[config.mk]
export PLATFORM = sky130hd
export DESIGN_NAME = grf_wb_arbiter
export DESIGN_NICKNAME = d
export VERILOG_FILES = /design/src/rtl/mips_pkg.sv /design/src/rtl/wb_skid_fifo.sv /design/src/rtl/grf_wb_arbiter.sv
export SDC_FILE = /design/constraint.sdc
export NUM_CORES = 1
export LEC_CHECK = 0
export CAP_MARGIN = 10
export CORE_AREA = 5 5 147 149
export CTS_CLUSTER_SIZE = 40
export DETAILED_ROUTE_END_ITERATION = 10
export DIE_AREA = 0 0 152 154
export HOLD_SLACK_MARGIN = 0.05
export PLACE_DENSITY_LB_ADDON = 0.08
export SYNTH_ARGS = -nofsm -noshare
export SYNTH_HDL_FRONTEND = slang
export SYNTH_SLANG_ARGS = --single-unit
export TNS_END_PERCENT = 100
[constraint.sdc]
create_clock -name Clk -period 2.8 [get_ports Clk]
set_input_delay 0.56 -clock Clk [delete_from_list [all_inputs] [get_ports Clk]]
set_output_delay 0.56 -clock Clk [all_outputs]
set_load 0.005 [all_outputs]
[src/rtl/mips_pkg.sv]
// Shared MIPS datapath widths, the writeback request record and a register one-hot helper.
package mips_pkg;

    localparam int unsigned REG_ADDR_W = 5;
    localparam int unsigned DATA_W     = 32;
    localparam int unsigned NUM_REGS   = 32;

    typedef struct packed {
        logic [REG_ADDR_W-1:0] wt;
        logic [DATA_W-1:0]     wd;
        logic [DATA_W-1:0]     pc;
    } wb_req_t;

    // One-hot over $1..$31; $0 maps to an all-zero mask.
    function automatic logic [NUM_REGS-1:1] reg_onehot(input logic [REG_ADDR_W-1:0] r);
        return (NUM_REGS-1)'((NUM_REGS'(1) << r) >> 1);
    endfunction

endpackage

[src/rtl/wb_skid_fifo.sv]
// Two-entry in-order FIFO holding MDU writeback requests until the GRF port is granted.
module wb_skid_fifo
    import mips_pkg::*;
(
    input  logic       Clk,
    input  logic       Reset,
    input  logic       push_i,
    input  wb_req_t    push_data_i,
    input  logic       pop_i,
    output wb_req_t    head_o,
    output logic [1:0] count_o
);

    localparam int unsigned DEPTH = 2;

    wb_req_t    mem_q [DEPTH];
    logic       wr_ptr_q, wr_ptr_d;
    logic       rd_ptr_q, rd_ptr_d;
    logic [1:0] count_q, count_d;
    logic       push_ok, pop_ok;

    always_comb begin
        push_ok  = push_i && (count_q != 2'(DEPTH));
        pop_ok   = pop_i && (count_q != 2'd0);
        wr_ptr_d = wr_ptr_q ^ push_ok;
        rd_ptr_d = rd_ptr_q ^ pop_ok;
        count_d  = count_q;
        if (push_ok && !pop_ok) begin
            count_d = count_q + 2'd1;
        end else if (pop_ok && !push_ok) begin
            count_d = count_q - 2'd1;
        end
    end

    always_ff @(posedge Clk) begin
        if (Reset) begin
            wr_ptr_q <= 1'b0;
            rd_ptr_q <= 1'b0;
            count_q  <= 2'd0;
        end else begin
            wr_ptr_q <= wr_ptr_d;
            rd_ptr_q <= rd_ptr_d;
            count_q  <= count_d;
        end
    end

    // Payload storage needs no reset: count gates every read.
    always_ff @(posedge Clk) begin
        if (push_ok) begin
            mem_q[wr_ptr_q] <= push_data_i;
        end
    end

    assign head_o  = mem_q[rd_ptr_q];
    assign count_o = count_q;

endmodule

[src/rtl/grf_wb_arbiter.sv]
// Arbitrates pipeline and buffered MDU results onto the single GRF write port.
// Pending-write scoreboard is built only when GRF_WB_SCOREBOARD_EN is defined.
module grf_wb_arbiter
    import mips_pkg::*;
#(
    parameter int unsigned STARVE_LIMIT = 4
)
(
    input  logic                  Clk,
    input  logic                  Reset,
    input  logic                  p_valid,
    output logic                  p_ready,
    input  logic [REG_ADDR_W-1:0] p_wt,
    input  logic [DATA_W-1:0]     p_wd,
    input  logic [DATA_W-1:0]     p_pc,
    input  logic                  m_valid,
    output logic                  m_ready,
    input  logic [REG_ADDR_W-1:0] m_wt,
    input  logic [DATA_W-1:0]     m_wd,
    input  logic [DATA_W-1:0]     m_pc,
    input  logic                  issue_valid,
    input  logic [REG_ADDR_W-1:0] issue_wt,
    input  logic [REG_ADDR_W-1:0] q_rs,
    input  logic [REG_ADDR_W-1:0] q_rt,
    input  logic [REG_ADDR_W-1:0] q_wt,
    output logic                  busy_rs,
    output logic                  busy_rt,
    output logic                  busy_wt,
    output logic                  Wr,
    output logic [REG_ADDR_W-1:0] Wt,
    output logic [DATA_W-1:0]     Wd,
    output logic [DATA_W-1:0]     Pc
);

    localparam int unsigned WAIT_W = $clog2(STARVE_LIMIT + 1);

    wb_req_t           p_req, m_req, fifo_head, grant_req;
    logic [1:0]        fifo_count;
    logic              fifo_empty, force_drain;
    logic              p_grant, m_push, m_pop, any_grant;
    logic [WAIT_W-1:0] wait_q, wait_d;
    logic              wr_q, wr_d;
    logic              mdu_src_q, mdu_src_d;
    wb_req_t           out_q, out_d;

    always_comb begin
        p_req.wt = p_wt;
        p_req.wd = p_wd;
        p_req.pc = p_pc;
        m_req.wt = m_wt;
        m_req.wd = m_wd;
        m_req.pc = m_pc;
    end

    assign fifo_empty  = (fifo_count == 2'd0);
    assign force_drain = (wait_q == WAIT_W'(STARVE_LIMIT));
    assign m_ready     = (fifo_count < 2'd2);
    assign p_ready     = !force_drain || fifo_empty;
    assign m_push      = m_valid && m_ready;

    wb_skid_fifo u_fifo (
        .Clk         (Clk),
        .Reset       (Reset),
        .push_i      (m_push),
        .push_data_i (m_req),
        .pop_i       (m_pop),
        .head_o      (fifo_head),
        .count_o     (fifo_count)
    );

    // Pipeline wins unless the FIFO head has starved; writes to $0 are consumed silently.
    always_comb begin
        p_grant   = p_valid && p_ready;
        m_pop     = !p_grant && !fifo_empty;
        any_grant = p_grant || m_pop;
        grant_req = p_grant ? p_req : fifo_head;

        wait_d = wait_q;
        if (fifo_empty || m_pop) begin
            wait_d = '0;
        end else if (!force_drain) begin
            wait_d = wait_q + WAIT_W'(1);
        end

        wr_d      = any_grant && (grant_req.wt != '0);
        mdu_src_d = m_pop;
        out_d     = out_q;
        if (any_grant) begin
            out_d = grant_req;
        end
    end

    always_ff @(posedge Clk) begin
        if (Reset) begin
            wait_q    <= '0;
            wr_q      <= 1'b0;
            mdu_src_q <= 1'b0;
            out_q     <= '0;
        end else begin
            wait_q    <= wait_d;
            wr_q      <= wr_d;
            mdu_src_q <= mdu_src_d;
            out_q     <= out_d;
        end
    end

    assign Wr = wr_q;
    assign Wt = out_q.wt;
    assign Wd = out_q.wd;
    assign Pc = out_q.pc;

`ifdef GRF_WB_SCOREBOARD_EN
    logic [NUM_REGS-1:1] pend_q, pend_d;
    logic [NUM_REGS-1:1] set_mask, clr_mask;
    logic [NUM_REGS-1:0] pend_ext;

    // Clear lands once the GRF holds the MDU value; a same-cycle issue re-sets the bit.
    always_comb begin
        set_mask = issue_valid ? reg_onehot(issue_wt) : '0;
        clr_mask = (wr_q && mdu_src_q) ? reg_onehot(out_q.wt) : '0;
        pend_d   = (pend_q & ~clr_mask) | set_mask;
    end

    always_ff @(posedge Clk) begin
        if (Reset) begin
            pend_q <= '0;
        end else begin
            pend_q <= pend_d;
        end
    end

    assign pend_ext = {pend_q, 1'b0};
    assign busy_rs  = pend_ext[q_rs];
    assign busy_rt  = pend_ext[q_rt];
    assign busy_wt  = pend_ext[q_wt];
`else
    logic unused_sb;
    assign unused_sb = ^{issue_valid, issue_wt, q_rs, q_rt, q_wt, mdu_src_q};
    assign busy_rs   = 1'b0;
    assign busy_rt   = 1'b0;
    assign busy_wt   = 1'b0;
`endif

endmodule

==> impl_metrics.tcl <==
set metrics [dict create \
    viasPerCell 5.49 \
    synth_cell_type_count 39 \
    status "finished, final reports clean" \
    wl_per_cell_um 19.6 \
    dpl-instance-area_um2 11100 \
    drc 0 \
    cellLeakagePower_nw 4.10 \
    finalNonFillerCells 1133 \
    p_per_area_nw_per_um2 812 \
    place_inst 1091 \
    synth.yosys.seq_area_share_pct 65.3 \
    avgSynthCellArea_um2 13.2 \
    cpPeakStageDelay_ns 0.57 \
    synth_area_leaders "edfxtp_1, dfxtp_1, mux2_2, a32oi_1, a311o_1" \
    antenna_found_initial 2 \
    synth-edff-count 138 \
    path_clk_slew_ns 0.06 \
    cp_max_fo 4 \
    rsz0062_at_grt "false" \
    fmax_ghz 0.414 \
    grt_pass1_wl_um 34700 \
    worstSetupStartpointType "flop" \
    row_count 52 \
    port_buffers 213 \
    setup_viol_count_final 0 \
    dieArea_um2 23400 \
    ys_ff_latch 215 \
    clk_latency_ns 0.49 \
    die_h_um 154 \
    cp_cell_sequence "inv_1, ha_1, o211ai_4, clkdlybuf4s50_1" \
    gp_congestion 0.758 \
    layout-drive-gt1-share_pct 10.8 \
    tightest_slew_ns 0.737 \
    p_int_mw 7.05 \
    drv_slew 0 \
    min_period_ns 2.41 \
    synth_area_um2 8710 \
    critPathLaunch "wait_q[0]$_SDFFE_PP0P_" \
    cts_resized 0 \
    ys_top_cells_by_count "edfxtp_1, dfxtp_1, a21oi_1" \
    seq_power_share_pct 44.1 \
    power_frac_clock_pct 31.9 \
    yosysTopAreaCellShare_pct 47.6 \
    initial_core_util_pct 43.5 \
    hold_viol 0 \
    area_growth_pct 36.4 \
    hpwl_um 14300 \
    cts_root_buf "clkbuf_16" \
    yosysWarnings 0 \
    fin_ws_ns 0.386 \
    netlist.top_cell.by_area "edfxtp_1" \
    cp-endpoint "p_ready" \
    cts_setup_buffers 0 \
    drt_iter0_drc 242 \
    cap_violations 0 \
    die_w_um 152 \
    final_net_count 1014 \
    wirelength_um 22200 \
    rrSetupSlack_ns 0.71 \
    r2r_end "u_fifo.count_o[1]$_SDFFE_PP0P_" \
    dr.pass1.iters 4 \
    slew-limit-headroom_pct 50.9 \
    grt-ovfl-total 0 \
    yosys.cell_count.top_type "edfxtp_1" \
    tritoncts "yes" \
    utilization_pct 59.3 \
    synthFlopType "edfxtp_1" \
    power_switching_mw 2.59 \
    dp_slack_ns 0.348 \
    cts_buffers 23 \
    grt_use_total_pct 18.1 \
    path_class "flop to output port" \
    crit_required_ns 2.24 \
    end_kind "output port" \
    fin_skew_ns 0.00771 \
    min_path_type "flop to flop" \
    numClockSinks 215 \
    grt_pass1_vias 6501 \
    drtAntennaViolNets 0 \
    fin_setup_tns_ns 0 \
    critPathSlowestCell "clkdlybuf4s50_1" \
    cts_buffer_depth 3 \
    power_frac_comb_pct 24.0 \
    rr_startpoint "wait_q[0]$_SDFFE_PP0P_" \
    arrival_ns 1.85 \
    fin_area_um2 11900 \
    worst-r2r-cell-count 7 \
    ys_async_sr_fraction_pct 0 \
    max-vdd-ir-drop_mv 0.406 \
    fp.coreArea_um2 20000 \
    ctsHoldBuffers 0 \
    holdPathStages 2 \
    syn_inst 658 \
    num_io_pins 238 \
    timing.final.crit_share_pct 86.2 \
    vias 6225 \
    switching_share_pct 26.9 \
    htreeDepth 1 \
    grt_max_degree 101 \
]
-- state kept, by name (all words and copies together), names as in the netlist --
register         count
u_fifo.mem_q       138
Pc                  32
Wd                  32
Wt                   5
wait_q               3
u_fifo.count_o       2
Wr                   1
u_fifo.rd_ptr_q      1
u_fifo.wr_ptr_q      1
-- per-layer routing --
metal	global-route usage (%)	routed length [um]	up-vias
li1	-	-	2922
met4	5.05	482	2
met2	30.4	10800	232
met1	22.6	9040	3033
met5	0	13	-
met3	5.76	1890	36
-- cells by family (layout without fill, tap and decap cells) --
group / Yosys count / after routing / synth area share (%)
other: 1 / 4 / 0.0431
XOR/XNOR: 2 / 2 / 0.201
AO/OA/AOI/OAI: 174 / 174 / 14.9
buffers and inverters: 101 / 303 / 5.06
multiplexers: 41 / 41 / 5.29
AND/OR/NAND/NOR: 119 / 119 / 8.52
flip-flops: 215 / 215 / 65.3
adder cells (fa/ha/maj): 5 / 5 / 0.718
-- stage by stage --
| stage | power (mW) | hold WS, ns |
|---|---|---|
| 2_1_floorplan | 5.55 | 0.469 |
| 3_3_place_gp | 6.57 | 0.464 |
| 3_5_place_dp | 6.65 | 0.468 |
| 4_1_cts | 9.77 | 0.480 |
| 5_1_grt | 10.1 | 0.502 |
| 6_report | 9.65 | 0.481 |
-- worst min path at each step --
stage | startpoint | to | slack [ns]
2_1_floorplan | Wt[2]$_SDFFE_PP0P_ | Wt[2]$_SDFFE_PP0P_ | 0.47
3_3_place_gp | Pc[4]$_SDFFE_PP0P_ | Pc[4]$_SDFFE_PP0P_ | 0.46
3_5_place_dp | Pc[8]$_SDFFE_PP0P_ | Pc[8]$_SDFFE_PP0P_ | 0.47
4_1_cts | Pc[8]$_SDFFE_PP0P_ | Pc[8]$_SDFFE_PP0P_ | 0.48
5_1_grt | Pc[8]$_SDFFE_PP0P_ | Pc[8]$_SDFFE_PP0P_ | 0.50
6_report | Wt[3]$_SDFFE_PP0P_ | Wt[3]$_SDFFE_PP0P_ | 0.48
-- final cells by class --
| class | instances | area (um^2) |
|---|---|---|
| Clock inverter | 11 | 128 |
| Clock buffer | 30 | 652 |
| Timing Repair Buffer | 229 | 2320 |
| Tap cell | 270 | 338 |
| Inverter | 33 | 124 |
| Multi-Input combinational cell | 344 | 2630 |
| Fill cell | 1637 | 8160 |
| Antenna cell | 1 | 2.50 |
| Sequential cell | 215 | 5690 |
-- worst max-delay path: cells and delay by family (launching register included) --
kind | cells | cell delay (ns)
buf+inv | 2 | 0.63
fa+ha+maj | 1 | 0.26
flops | 1 | 0.35
compound gates | 1 | 0.12
-- placed cells by master, fill, tap and decap left out, types with 12 or more instances in the layout --
cell             instances
mux2_2                  33
a311o_1                 29
dfxtp_1                 76
nand3b_1                30
clkbuf_16               23
a221oi_1                29
nor2b_1                 31
buf_4                   12
inv_1                   33
nand3_1                 40
edfxtp_1               138
clkdlybuf4s50_1        211
o21ai_1                 29
a21oi_1                 42
a32oi_1                 40
-- power by group through the flow --
| stage | clock network, mW | logic, mW | registers, mW |
|---|---|---|---|
| global placement | 0 | 2.27 | 4.30 |
| finish | 3.08 | 2.32 | 4.26 |
| detailed placement | 0 | 2.33 | 4.33 |
| floorplan | 0 | 1.29 | 4.25 |
| CTS | 3.16 | 2.34 | 4.27 |
| global route | 3.31 | 2.51 | 4.32 |
Note: power is estimated with default switching activity, not from simulation.
